## config.mk

```make
export PLATFORM = sky130hd
export DESIGN_NAME = queue_scheduler_flat
export DESIGN_NICKNAME = d
export VERILOG_FILES = /design/src/rtl/queue_scheduler_if.sv /design/src/rtl/queue_scheduler.sv /design/src/flat_wrapper.sv
export SDC_FILE = /design/constraint.sdc
export NUM_CORES = 1
export LEC_CHECK = 0
export ABC_CLOCK_PERIOD_IN_PS = 2570
export CORE_MARGIN = 2
export CORE_UTILIZATION = 41
export CTS_CLUSTER_SIZE = 28
export DETAILED_ROUTE_END_ITERATION = 10
export PLACE_DENSITY_LB_ADDON = 0.15
export SYNTH_ARGS = -nofsm -noshare
export SYNTH_HDL_FRONTEND = slang
export SYNTH_SLANG_ARGS = --single-unit
```

## constraint.sdc

```tcl
create_clock -name CLK100MHZ -period 2.57 [get_ports CLK100MHZ]
set_input_delay 0.514 -clock CLK100MHZ [delete_from_list [all_inputs] [get_ports CLK100MHZ]]
set_output_delay 0.514 -clock CLK100MHZ [all_outputs]
set_load 0.005 [all_outputs]
```

## src/rtl/queue_scheduler_if.sv

```systemverilog
// Handshake bundle between two producers, one consumer and the queue scheduler.
// The scheduler side uses the slave modport; the requesters use master.
interface queue_scheduler_if #(
    parameter int M = 8,
    parameter int N = 4
);
    localparam int CW = $clog2(M) + 1;

    logic          req0;
    logic          req1;
    logic [N-1:0]  data0;
    logic [N-1:0]  data1;
    logic          deq_req;
    logic          gnt0;
    logic          gnt1;
    logic          deq_gnt;
    logic          en_in;
    logic          en_out;
    logic [N-1:0]  in;
    logic [CW-1:0] count;
    logic          full;
    logic          empty;

    modport master (
        output req0, req1, data0, data1, deq_req,
        input  gnt0, gnt1, deq_gnt, en_in, en_out, in, count, full, empty
    );

    modport slave (
        input  req0, req1, data0, data1, deq_req,
        output gnt0, gnt1, deq_gnt, en_in, en_out, in, count, full, empty
    );
endinterface

```

## src/rtl/queue_scheduler.sv

```systemverilog
// Queue scheduler: arbitrates two enqueue producers and one dequeue consumer
// onto a single queue of depth M, one operation per IDLE/ISSUE pair.
// Enqueue and dequeue alternate when both are eligible (last_op decides).
// Optional macro ROUND_ROBIN_EN: producers are served round-robin via rr_ptr;
// without it producer 0 always beats producer 1 and no rr_ptr exists.
module queue_scheduler #(
    parameter int M = 8,
    parameter int N = 4
) (
    input  logic               CLK100MHZ,
    input  logic               reset,
    queue_scheduler_if.slave   bus
);
    localparam int CW = $clog2(M) + 1;

    typedef enum logic {IDLE, ISSUE} state_t;
    typedef enum logic {OP_ENQ, OP_DEQ} op_t;

    state_t        state;
    state_t        state_nxt;
    op_t           last_op;
    op_t           last_op_nxt;

    logic          gnt0_r;
    logic          gnt1_r;
    logic          deq_gnt_r;
    logic          gnt0_nxt;
    logic          gnt1_nxt;
    logic          deq_gnt_nxt;
    logic [N-1:0]  in_r;
    logic [N-1:0]  in_nxt;
    logic [CW-1:0] count_r;
    logic [CW-1:0] count_nxt;

    logic          full_w;
    logic          empty_w;
    logic          elig0;
    logic          elig1;
    logic          enq_elig;
    logic          deq_elig;
    logic          pick1;
    logic          do_enq;

`ifdef ROUND_ROBIN_EN
    logic          rr_ptr;
    logic          rr_ptr_nxt;
`endif

    assign full_w   = (count_r == CW'(M));
    assign empty_w  = (count_r == '0);

    // Eligibility is gated by occupancy so a full/empty queue can never be overrun.
    assign elig0    = bus.req0 & ~full_w;
    assign elig1    = bus.req1 & ~full_w;
    assign enq_elig = elig0 | elig1;
    assign deq_elig = bus.deq_req & ~empty_w;

    // Producer selection: high means producer 1 wins the enqueue slot.
    always_comb begin
        pick1 = 1'b0;
`ifdef ROUND_ROBIN_EN
        pick1 = elig1 & (~elig0 | rr_ptr);
`else
        pick1 = elig1 & ~elig0;
`endif
    end

    // Next-state and next-output logic for the IDLE/ISSUE controller.
    always_comb begin
        state_nxt   = state;
        gnt0_nxt    = 1'b0;
        gnt1_nxt    = 1'b0;
        deq_gnt_nxt = 1'b0;
        in_nxt      = in_r;
        last_op_nxt = last_op;
        count_nxt   = count_r;
        do_enq      = 1'b0;
`ifdef ROUND_ROBIN_EN
        rr_ptr_nxt  = rr_ptr;
`endif
        case (state)
            IDLE: begin
                if (enq_elig || deq_elig) begin
                    state_nxt = ISSUE;
                    // On contention serve whichever type was not served last.
                    do_enq = enq_elig & (~deq_elig | (last_op == OP_DEQ));
                    if (do_enq) begin
                        last_op_nxt = OP_ENQ;
                        if (pick1) begin
                            gnt1_nxt = 1'b1;
                            in_nxt   = bus.data1;
`ifdef ROUND_ROBIN_EN
                            rr_ptr_nxt = 1'b0;
`endif
                        end else begin
                            gnt0_nxt = 1'b1;
                            in_nxt   = bus.data0;
`ifdef ROUND_ROBIN_EN
                            rr_ptr_nxt = 1'b1;
`endif
                        end
                    end else begin
                        last_op_nxt = OP_DEQ;
                        deq_gnt_nxt = 1'b1;
                    end
                end
            end
            ISSUE: begin
                state_nxt = IDLE;
                // Occupancy changes only when the issued operation completes.
                if ((gnt0_r || gnt1_r) && !full_w) begin
                    count_nxt = count_r + CW'(1);
                end else if (deq_gnt_r && !empty_w) begin
                    count_nxt = count_r - CW'(1);
                end
            end
            default: begin
                state_nxt = IDLE;
            end
        endcase
    end

    // State register; reset abandons any operation in flight.
    always_ff @(posedge CLK100MHZ or negedge reset) begin
        if (!reset) begin
            state <= IDLE;
        end else begin
            state <= state_nxt;
        end
    end

    // Registered grants, strobes, enqueue data, occupancy and arbitration history.
    always_ff @(posedge CLK100MHZ or negedge reset) begin
        if (!reset) begin
            gnt0_r    <= 1'b0;
            gnt1_r    <= 1'b0;
            deq_gnt_r <= 1'b0;
            in_r      <= '0;
            count_r   <= '0;
            last_op   <= OP_DEQ;
        end else begin
            gnt0_r    <= gnt0_nxt;
            gnt1_r    <= gnt1_nxt;
            deq_gnt_r <= deq_gnt_nxt;
            in_r      <= in_nxt;
            count_r   <= count_nxt;
            last_op   <= last_op_nxt;
        end
    end

`ifdef ROUND_ROBIN_EN
    // Round-robin pointer: points at the producer to favour on the next tie.
    always_ff @(posedge CLK100MHZ or negedge reset) begin
        if (!reset) begin
            rr_ptr <= 1'b0;
        end else begin
            rr_ptr <= rr_ptr_nxt;
        end
    end
`endif

    assign bus.gnt0    = gnt0_r;
    assign bus.gnt1    = gnt1_r;
    assign bus.deq_gnt = deq_gnt_r;
    assign bus.en_in   = gnt0_r | gnt1_r;
    assign bus.en_out  = deq_gnt_r;
    assign bus.in      = in_r;
    assign bus.count   = count_r;
    assign bus.full    = full_w;
    assign bus.empty   = empty_w;
endmodule

```

## src/flat_wrapper.sv

```systemverilog
// flat-port wrapper written by rule: the top's interface ports become plain ports
module queue_scheduler_flat 
#(
    parameter int M = 8,
    parameter int N = 4
)
  (CLK100MHZ, reset, bus_req0, bus_req1, bus_data0, bus_data1, bus_deq_req, bus_gnt0, bus_gnt1, bus_deq_gnt, bus_en_in, bus_en_out, bus_in, bus_count, bus_full, bus_empty);
  queue_scheduler_if #(.M(M), .N(N)) bus_i ();
  input  logic CLK100MHZ;
  input  logic reset;
  input wire logic [$bits(bus_i.req0)-1:0] bus_req0;
  input wire logic [$bits(bus_i.req1)-1:0] bus_req1;
  input wire logic [$bits(bus_i.data0)-1:0] bus_data0;
  input wire logic [$bits(bus_i.data1)-1:0] bus_data1;
  input wire logic [$bits(bus_i.deq_req)-1:0] bus_deq_req;
  output wire logic [$bits(bus_i.gnt0)-1:0] bus_gnt0;
  output wire logic [$bits(bus_i.gnt1)-1:0] bus_gnt1;
  output wire logic [$bits(bus_i.deq_gnt)-1:0] bus_deq_gnt;
  output wire logic [$bits(bus_i.en_in)-1:0] bus_en_in;
  output wire logic [$bits(bus_i.en_out)-1:0] bus_en_out;
  output wire logic [$bits(bus_i.in)-1:0] bus_in;
  output wire logic [$bits(bus_i.count)-1:0] bus_count;
  output wire logic [$bits(bus_i.full)-1:0] bus_full;
  output wire logic [$bits(bus_i.empty)-1:0] bus_empty;
  assign bus_i.req0 = bus_req0;
  assign bus_i.req1 = bus_req1;
  assign bus_i.data0 = bus_data0;
  assign bus_i.data1 = bus_data1;
  assign bus_i.deq_req = bus_deq_req;
  assign bus_gnt0 = bus_i.gnt0;
  assign bus_gnt1 = bus_i.gnt1;
  assign bus_deq_gnt = bus_i.deq_gnt;
  assign bus_en_in = bus_i.en_in;
  assign bus_en_out = bus_i.en_out;
  assign bus_in = bus_i.in;
  assign bus_count = bus_i.count;
  assign bus_full = bus_i.full;
  assign bus_empty = bus_i.empty;
  queue_scheduler #(.M(M), .N(N)) u_core (.CLK100MHZ(CLK100MHZ), .reset(reset), .bus(bus_i));
endmodule
```

* Word level (Yosys, flattened, before mapping)
Cells that the tools add are included.
** Storage, ports and cells
- Bits in registers :: 13
- Latch bits :: 0
- Bits in writable memories :: 0
- Memory bits (read-only) :: 0
- Input port bits :: 13
- Output and inout port bits :: 15
- Logic and storage cells :: 50
- Memories kept :: 0
** Operators by class
- Add/sub/neg operators :: 2
- $mul :: 0
- Divide/modulo/power cells :: 0
- Order comparisons :: 0
- Equality and inequality tests :: 1
- Shift operators :: 0
- Mux-type cells :: 16
- Bitwise logic cells :: 13
- Reduce and logical (&&, ||, !) cells :: 11
** Operators by type and width (number)
- 2-to-1 mux 1 bit :: 12
- 2-to-1 mux 4 bit :: 3
- AND 1 bit :: 5
- NOT 1 bit :: 5
- adder 4 x 1 -> 4 bit, second input constant :: 1
- == test 4 bit, second input constant :: 1
- logical NOT 4 bit :: 1
- AND reduction 2 bit :: 2
- subtractor 4 x 1 -> 4 bit, second input constant :: 1
- bitwise OR 1 bit :: 3
- AND reduction 3 bit :: 1
- logical AND 1 bit :: 2
- logical NOT 1 bit :: 2
- logical OR 1 bit :: 2
- one-hot mux 1 bit (2 select lines) :: 1
- nonzero test 2 bit :: 1

* Longest topological paths before layout
Gate-level depths: netlist (run 1).
- Word-level depth :: 9
- Mapped depth :: 8
- Depth with buffers taken out :: 8

* Worst setup path before layout (run 1)
OpenSTA, ideal clock, no wires.
- Path kind :: register to register
- From :: register u_core.count_r[0] (netlist: u_core.bus.count[0])
- To :: register u_core.count_r[3] (netlist: u_core.bus.count[3])
- Setup time :: 0.079 ns
- Data arrival time :: 1.766 ns
- Data required time :: 2.491 ns
- Slack :: 0.725 ns
- Cell stages (with the launch flop) :: 9
- Buffers on the path :: 0
- Period minus slack after synthesis :: 1.845 ns
- Path through :: dfrtp_1 -> nor3_1 -> nand2_1 -> nand2_1 -> ha_1 -> a21oi_1 -> o211ai_1 -> a21oi_1 -> xor2_1
** On the way
- Cells in the longest elaborated chain, start to end :: 5
- Elaborated cells on any way between the ends :: 12
- Those cells by class :: add/sub (2); eq/ne (1); mux (2); reduce/logical (7)
** Ends and longest elaborated chain
- start: declaration :: RTL line queue_scheduler.sv:32 : logic [CW-1:0] count_r;
- start signal: assignment :: RTL line queue_scheduler.sv:146 : count_r <= count_nxt;
- parallel branches: the longest is 5 deep, another holds subtractor 4 x 1 -> 4 bit
Several ways; the timed one is not identified. The select of a mux whose other input is x is not followed.
A chain may end at the register's enable or synchronous reset.

* Final worst setup path (run 1)
- From :: register u_core.count_r[0] (netlist: u_core.bus.count[0])
- To :: output bus_full
** On the way
- Cells in the longest elaborated chain, start to end :: 1
** Ends and longest elaborated chain
- == test 4 bit :: RTL line queue_scheduler.sv:49 : assign full_w = (count_r == CW'(M));
- end: declaration :: RTL line flat_wrapper.sv:23 : output wire logic [$bits(bus_i.full)-1:0] bus_full;
No other way between the ends.

==> results.md, run 1 <==
* Setup CP Type: flip-flop to primary output
* Tcrit/Tclk final at roughly 92%
* Reg clk slew, reported paths at around 80 ps
* Most common library cells after synthesis: 12 x dfrtp_1, 7 x a21oi_1, 6 x nor2_1
* DP HPWL at around 1100 um
* Setup WS post-layout at 212 ps
* Post-synth ARST share at 100%
* Die Span Y at around 45 um
* R2R setup slack at 440 ps
* Port Buffers at 27
* Wirelength, routed at approximately 1400 um
* Chip width at ~45 um
* CP endpoint kind: primary output
* DRC viols at 0
* DR WL/cell at 12.9 um
* Worst EP required at 2060 ps
* Cell with the most instances after synthesis: dfrtp_1
* Via count at slightly below 600
* Die area at between 0.002 and 0.0025 sq mm
* First-pass GRT wire length at ~2300 um
* Count of cell types in the netlist at 29
* H-tree depth at 1
* TritonRoute pass-1 iters at 4
* Share of post-route cells with drive strength above 1 at between 8 and 9%
* Critical path arrival at 1840 ps
* GRT met3 Usage at 2.80%
* Net count of the mapped netlist at between 80 and 90
* Starting Density at around 45%
* I/O pin cnt at 28
* Initial antenna violation count at 0
* Final ANT Viol Nets at 0
* Critical-path cell list: nor3_1 > nand2_1 > inv_2 > clkdlybuf4s50_1
* Row count at 14
* CTS Buffer Depth at 2
* Slowest-stage cell, CP: clkdlybuf4s50_1
* # hold bufs at CTS at 0
* Startpoint types: flip-flop
* Combinational share of power at a little over half
* Final setup fails at 0
* Power Density at around 1200 mW/mm^2
* Share of the synthesized area in the top cell type at 42.9%
* Top delay family on crit path: buffers and inverters
* GRT Resource Usage Total at 16.2%
* Inserted Diodes at 0
* Hold Path Class: flip-flop to flip-flop
* Max Cap Viol at 0
* Layout net count at between 100 and 150
* IR drop worst, VDD at a little under 0.6 mV
* Worst Skew at roughly 0.76 ps
* Number of global-route vias before repair at roughly 560
* Rel. slew slack at between 60% and 70%
* Clock latency on the worst-skew pair at 270 ps
* Leak at 0.414 nW
* GR peak layer: met2
* Worst hold path startpoint: u_core.bus.in[3]
* Core area at about 0.0016 sq mm
* Yosys top cell by area: dfrtp_1
* Setup repair after global routing missed its margin: no
* Pins over their slew limit at 0
* Setup TNS Final at 0 ps
* Final hold violation count at 0
* Area Overhead vs Synth at 44.1%
* Root Driver: clkbuf_4
* Critical Path Fanout Max at 8
* Post-synth EDFFs at 0
* P_int at approximately 0.74 mW
* Area of the mapped netlist at between 700 and 800 sq um
* R2R Path Start: u_core.bus.count[0]
* GRT met1 Usage at between 10% and 20%
* Avg Cell Area, Syn at roughly 11 sq um
* CTS resizes at 0
* Cts bufs inserted at 3
* Total gr overflow at 0
* FF-to-FF path depth at 8
* DRC marker count from the first detailed-route iteration at 4
* Top FF cell, synth: dfrtp_1
* Post-place setup slack at approximately 450 ps
* Post-synthesis sequential area ratio at between 40% and 50%
* Slowest stage delay, CP at around 520 ps
* FF+latch count, synth at 13
* Routability cong. at approximately 0.82
* Status: completed
* Yosys warns at 0
* Clk pwr share at slightly above 10%
* Largest net degree at the start of global routing at 14
* GR Util met2 at between 20% and 30%
* Number of setup buffers added after CTS at 0
* Worst Hold End: u_core.bus.in[3]
* Vias per inst at roughly 5.4
* Minimum clock period at between 2000 and 2500 ps
* Hold path cells at 2
* Reg2reg end: u_core.bus.count[3]
* Sink Count at 13
* Transition time of the tightest slew-check pin at 593 ps
* Sequential power share at approximately a third
* F_max at roughly 0.42 GHz
* CTS tree: yes
* Post-synthesis cell count at 65
* Switching share of power at approximately two fifths
* CP Buf/Inv Count at 2
* Area contributors post-synth: dfrtp_1 43%, mux2i_1 5.7%, a21oi_1 5.0%
* Switching pwr at approximately 0.46 mW
==> placed cells by master, fill, tap and decap left out <==
cell type / synthesis / final
a2111oi_4: 1 / 1
nand2_1: 3 / 3
o41ai_1: 1 / 1
nor3_1: 3 / 3
o21ai_0: 3 / 3
clkbuf_1: 0 / 1
clkbuf_4: 0 / 3
nor2_1: 6 / 6
nand3_1: 1 / 1
inv_1: 3 / 3
dfrtp_1: 12 / 12
nor4_1: 1 / 1
and2_1: 1 / 1
mux2_2: 1 / 1
o211ai_1: 1 / 1
dfstp_2: 1 / 1
nor3b_2: 1 / 1
nand2b_1: 1 / 1
clkdlybuf4s50_1: 0 / 27
nor2b_1: 2 / 2
ha_1: 2 / 2
fa_1: 1 / 1
a21boi_0: 1 / 1
a21oi_1: 7 / 7
a221o_1: 1 / 1
a211o_1: 1 / 1
xor2_1: 1 / 1
xnor2_1: 2 / 2
o41a_1: 1 / 1
mux2i_1: 4 / 4
inv_2: 1 / 1
==> stage by stage <==
stage	hold WS, ps	total power [mW]	instance area [sq um]	util, %	std cells
2_1_floorplan	218	0.781	701	-	65
3_3_place_gp	509	1.07	983	63.1	107
3_5_place_dp	522	1.08	983	63.1	107
4_1_cts	540	1.22	1010	64.8	111
5_1_grt	574	1.30	1010	64.8	111
6_report	535	1.20	1010	64.8	111
==> power by group through the flow <==
stage / registers [mW] / clock network [mW] / logic [mW]
final: 0.419 / 0.123 / 0.654
after global routing: 0.433 / 0.137 / 0.734
after CTS: 0.419 / 0.129 / 0.668
after detailed placement: 0.421 / 0 / 0.664
after global placement: 0.418 / 0 / 0.650
after floorplan: 0.413 / 0 / 0.368
==> how the worst max path moves through the flow <==
stage                   startpoint                  end  slack, ps  cells past startpoint
6_report       u_core.bus.count[0]             bus_full        210                      4
5_1_grt        u_core.bus.count[0]             bus_full        120                      4
4_1_cts        u_core.bus.count[0]             bus_full        200                      4
3_5_place_dp   u_core.bus.count[0]  u_core.bus.count[3]        450                      8
3_3_place_gp   u_core.bus.count[0]  u_core.bus.count[3]        550                      8
2_1_floorplan  u_core.bus.count[0]  u_core.bus.count[3]        720                      8
==> worst register-to-register path, cell delays in order, from the launching register on <==
cell and delay (ps):
dfrtp_1 490, nor3_1 280, nand2_1 140, nand2_1 150
ha_1 290, a21oi_1 210, o211ai_1 130, a21oi_1 210
xor2_1 170
==> sequential cells by signal (all words and copies together), names as in the netlist <==
signal              flops
u_core.bus.count        4
u_core.bus.in           4
u_core.bus.deq_gnt      1
u_core.bus.gnt0         1
u_core.bus.gnt1         1
u_core.last_op          1
u_core.state            1
==> per-layer routing <==
layer  vias up  part of all wire (%)
met3         2                   4.4
met2        19                    49
met5         -                     0
li1        297                     -
met1       278                    45
met4         0                   1.1
==> cell type report <==
class	instances	area (sq um)
Inverter	4	15.0
Sequential cell	13	327
Timing Repair Buffer	27	270
Multi-Input combinational cell	47	352
Clock buffer	4	26.3
Tap cell	16	20.0
Fill cell	139	549
==> logic make-up (layout without fill, tap and decap cells) <==
| family | Yosys count | in the layout | synth area share [%] |
|---|---|---|---|
| and+or+nand+nor | 19 | 19 | 13.9 |
| AOI/OAI and AO/OA | 17 | 17 | 18.8 |
| muxes | 5 | 5 | 7.32 |
| DFF | 13 | 13 | 46.6 |
| xor gates and xnor gates | 3 | 3 | 3.75 |
| adders and majority gates | 3 | 3 | 6.43 |
| buffers and inverters | 5 | 35 | 3.21 |
No activity file was read; power rests on OpenSTA's default activity.
==> run 2: changes to the inputs <==
--- a/config.mk
+++ b/config.mk
@@ -7,7 +7,7 @@
 export LEC_CHECK = 0
 export ABC_CLOCK_PERIOD_IN_PS = 2570
 export CORE_MARGIN = 2
-export CORE_UTILIZATION = 41
+export CORE_UTILIZATION = 30
 export CTS_CLUSTER_SIZE = 28
 export DETAILED_ROUTE_END_ITERATION = 10
 export PLACE_DENSITY_LB_ADDON = 0.15
==> run 2 against run 1 <==
Effect of this change: critical path depth is the same; clock power grew 3%; utilization shrank 18 points; global-route usage shrank 3.7 points; hold slack gained 8.3 ps; die area grew 33%; clock-buffer cell count is the same.
==> results.md, run 2 (synthesis gave the netlist of run 1 again) <==
* GRT met1 Usage at 15.6% (-2.3 points)
* Total gr overflow at 0 (unchanged)
* WHS at 543 ps (+8.28 ps)
* Layout net count at 112 (unchanged)
* CP endpoint kind: primary output
* Startpoint types: flip-flop
* Number of global-route vias before repair at 562 (+0.18%)
* Post-place setup slack at 495 ps (+47.6 ps)
* Largest net degree at the start of global routing at 14 (unchanged)
* Max Cap Viol at 0 (unchanged)
* CTS Buffer Depth at 2 (unchanged)
* Number of setup buffers added after CTS at 0 (unchanged)
* Final setup fails at 0 (unchanged)
* Setup TNS Final at 0 ps (unchanged)
* Critical path arrival at 1860 ps (+20 ps)
* Worst EP required at 2060 ps (about the same)
* Clock latency on the worst-skew pair at 280 ps (about the same)
* GR Util met2 at 19.2% (-8.3 points)
* DRC viols at 0 (unchanged)
* Transition time of the tightest slew-check pin at 584 ps (-8.56 ps)
* Routability cong. at 0.716 (-13%)
* F_max at 0.420 GHz (-0.87%)
* GRT met3 Usage at 2.57% (-0.23 points)
* Hold path cells at 2 (unchanged)
* Cells after DPL at 119 (+11%)
* CTS resizes at 0 (unchanged)
* CTS tree: yes
* DRC marker count from the first detailed-route iteration at 0 (-4)
* Row count at 17 (+3)
* Cell Count, Final, Fillers Out at 123 (+11%)
* Initial antenna violation count at 0 (unchanged)
* R2R setup slack at 510 ps (+70 ps)
* Die Span Y at 52.3 um (+15%)
* Die area at 0.00274 sq mm (+33%)
* Design Area, Final at 0.00102 sq mm (+1.5%)
* Commonest non-fill, non-tap cell in the layout: clkdlybuf4s50_1
* Wirelength, routed at 1460 um (+2.0%)
* Root Driver: clkbuf_4
* GRT Resource Usage Total at 12.6% (-3.7 points)
* Most frequent cells in the layout: 27 x clkdlybuf4s50_1, 12 x dfrtp_1, 7 x a21oi_1
* Port Buffers at 27 (unchanged)
* Core area at 0.00221 sq mm (+42%)
* First-pass GRT wire length at 2450 um (+6.9%)
* Reg clk slew, reported paths at 80 ps (about the same)
* TritonRoute pass-1 iters at 1 (-3)
* Minimum clock period at 2380 ps (+20.7 ps)
* GR peak layer: met2
* Via count at 591 (-0.84%)
* Status: completed
* Area Overhead vs Synth at 46.2%
* Reg2reg end: u_core.bus.count[3]
* Setup WS post-layout at 191 ps (-20.7 ps)
* # hold bufs at CTS at 0 (unchanged)
* Tcrit/Tclk final at 92.6% (+0.81 points)
* R2R Path Start: u_core.bus.count[0]
* Leak at 0.414 nW (unchanged)
* Slowest-stage cell, CP: clkdlybuf4s50_1
* Hold Path Class: flip-flop to flip-flop
* I/O pin cnt at 28 (unchanged)
* DP HPWL at 1110 um (-3.0%)
* Rel. slew slack at 60.9% (+0.45 points)
* Pwr Total at 1.19 mW (-0.47%)
* Power Density at 1160 mW/mm^2 (-1.9%)
* Setup repair after global routing missed its margin: no
* Final ANT Viol Nets at 0 (unchanged)
* Critical Path Fanout Max at 8 (unchanged)
* H-tree depth at 1 (unchanged)
* Share of post-route cells with drive strength above 1 at 8.42% (unchanged)
* Final Util at 46.3% (-18 points)
* Critical-path cell list: nor3_1 > nand2_1 > inv_2 > clkdlybuf4s50_1
* Final hold violation count at 0 (unchanged)
* Dpl cell area at 998 sq um (+1.5%)
* Inserted Diodes at 0 (unchanged)
* Setup CP Type: flip-flop to primary output
* Pins over their slew limit at 0 (unchanged)
* Worst Hold End: u_core.bus.in[1]
* IR drop worst, VDD at 0.429 mV (-26%)
* Vias per inst at 4.80 (-11%)
* DR WL/cell at 11.8 um (-7.9%)
* Sink Count at 13 (unchanged)
* Worst Skew at 3.71 ps (+2.95 ps)
* Worst hold path startpoint: u_core.bus.in[1]
* Starting Density at 31.7% (-13 points)
* Chip width at 52.3 um (+15%)
* Slowest stage delay, CP at 520 ps (about the same)
* Cts bufs inserted at 3 (unchanged)
* FF-to-FF path depth at 8 (unchanged)
run 2: worst max-delay path by stage:
stage                                    from                   to  slack, ps  depth (start not counted)
after detailed placement  u_core.bus.count[0]             bus_full        500                          4
after global routing      u_core.bus.count[0]             bus_full         70                          4
after global placement    u_core.bus.count[0]             bus_full        510                          4
after CTS                 u_core.bus.count[0]             bus_full        190                          4
after floorplan           u_core.bus.count[0]  u_core.bus.count[3]        720                          8
final                     u_core.bus.count[0]             bus_full        190                          4
run 2: cell type report:
cell class	instances	area, sq um
fill	235	1190
multi-input combinational	47	352
sequential	13	327
timing repair buffer	27	270
tap	28	35.0
clock buffer	4	26.3
inverter	4	15.0
run 2: worst max-delay path, delay by kind of cell (launching register included):
family / cells / cell delay (ps)
buf+inv: 2 / 680
flops: 1 / 490
simple gates: 2 / 420
run 2: metal layers:
| metal | wire length [um] | up-vias |
|---|---|---|
| met3 | 90 | 4 |
| met2 | 695 | 22 |
| met1 | 640 | 272 |
| met4 | 30 | 0 |
| li1 | - | 293 |
| met5 | 0 | - |
run 2: where the power goes:
part / internal, mW / total (mW) / switching (mW) / leakage, nW
combinational: 0.371 / 0.641 / 0.270 / 0.244
clock: 0.0602 / 0.127 / 0.0671 / 0.0150
sequential: 0.307 / 0.422 / 0.115 / 0.154
==> run 3: changes to the inputs <==
--- a/config.mk
+++ b/config.mk
@@ -10,6 +10,7 @@
 export CORE_UTILIZATION = 30
 export CTS_CLUSTER_SIZE = 28
 export DETAILED_ROUTE_END_ITERATION = 10
+export GPL_TIMING_DRIVEN = 1
 export PLACE_DENSITY_LB_ADDON = 0.15
 export SYNTH_ARGS = -nofsm -noshare
 export SYNTH_HDL_FRONTEND = slang
==> results of run 3 <==
The final DEF is identical to that of run 2; final timing and power are the same.
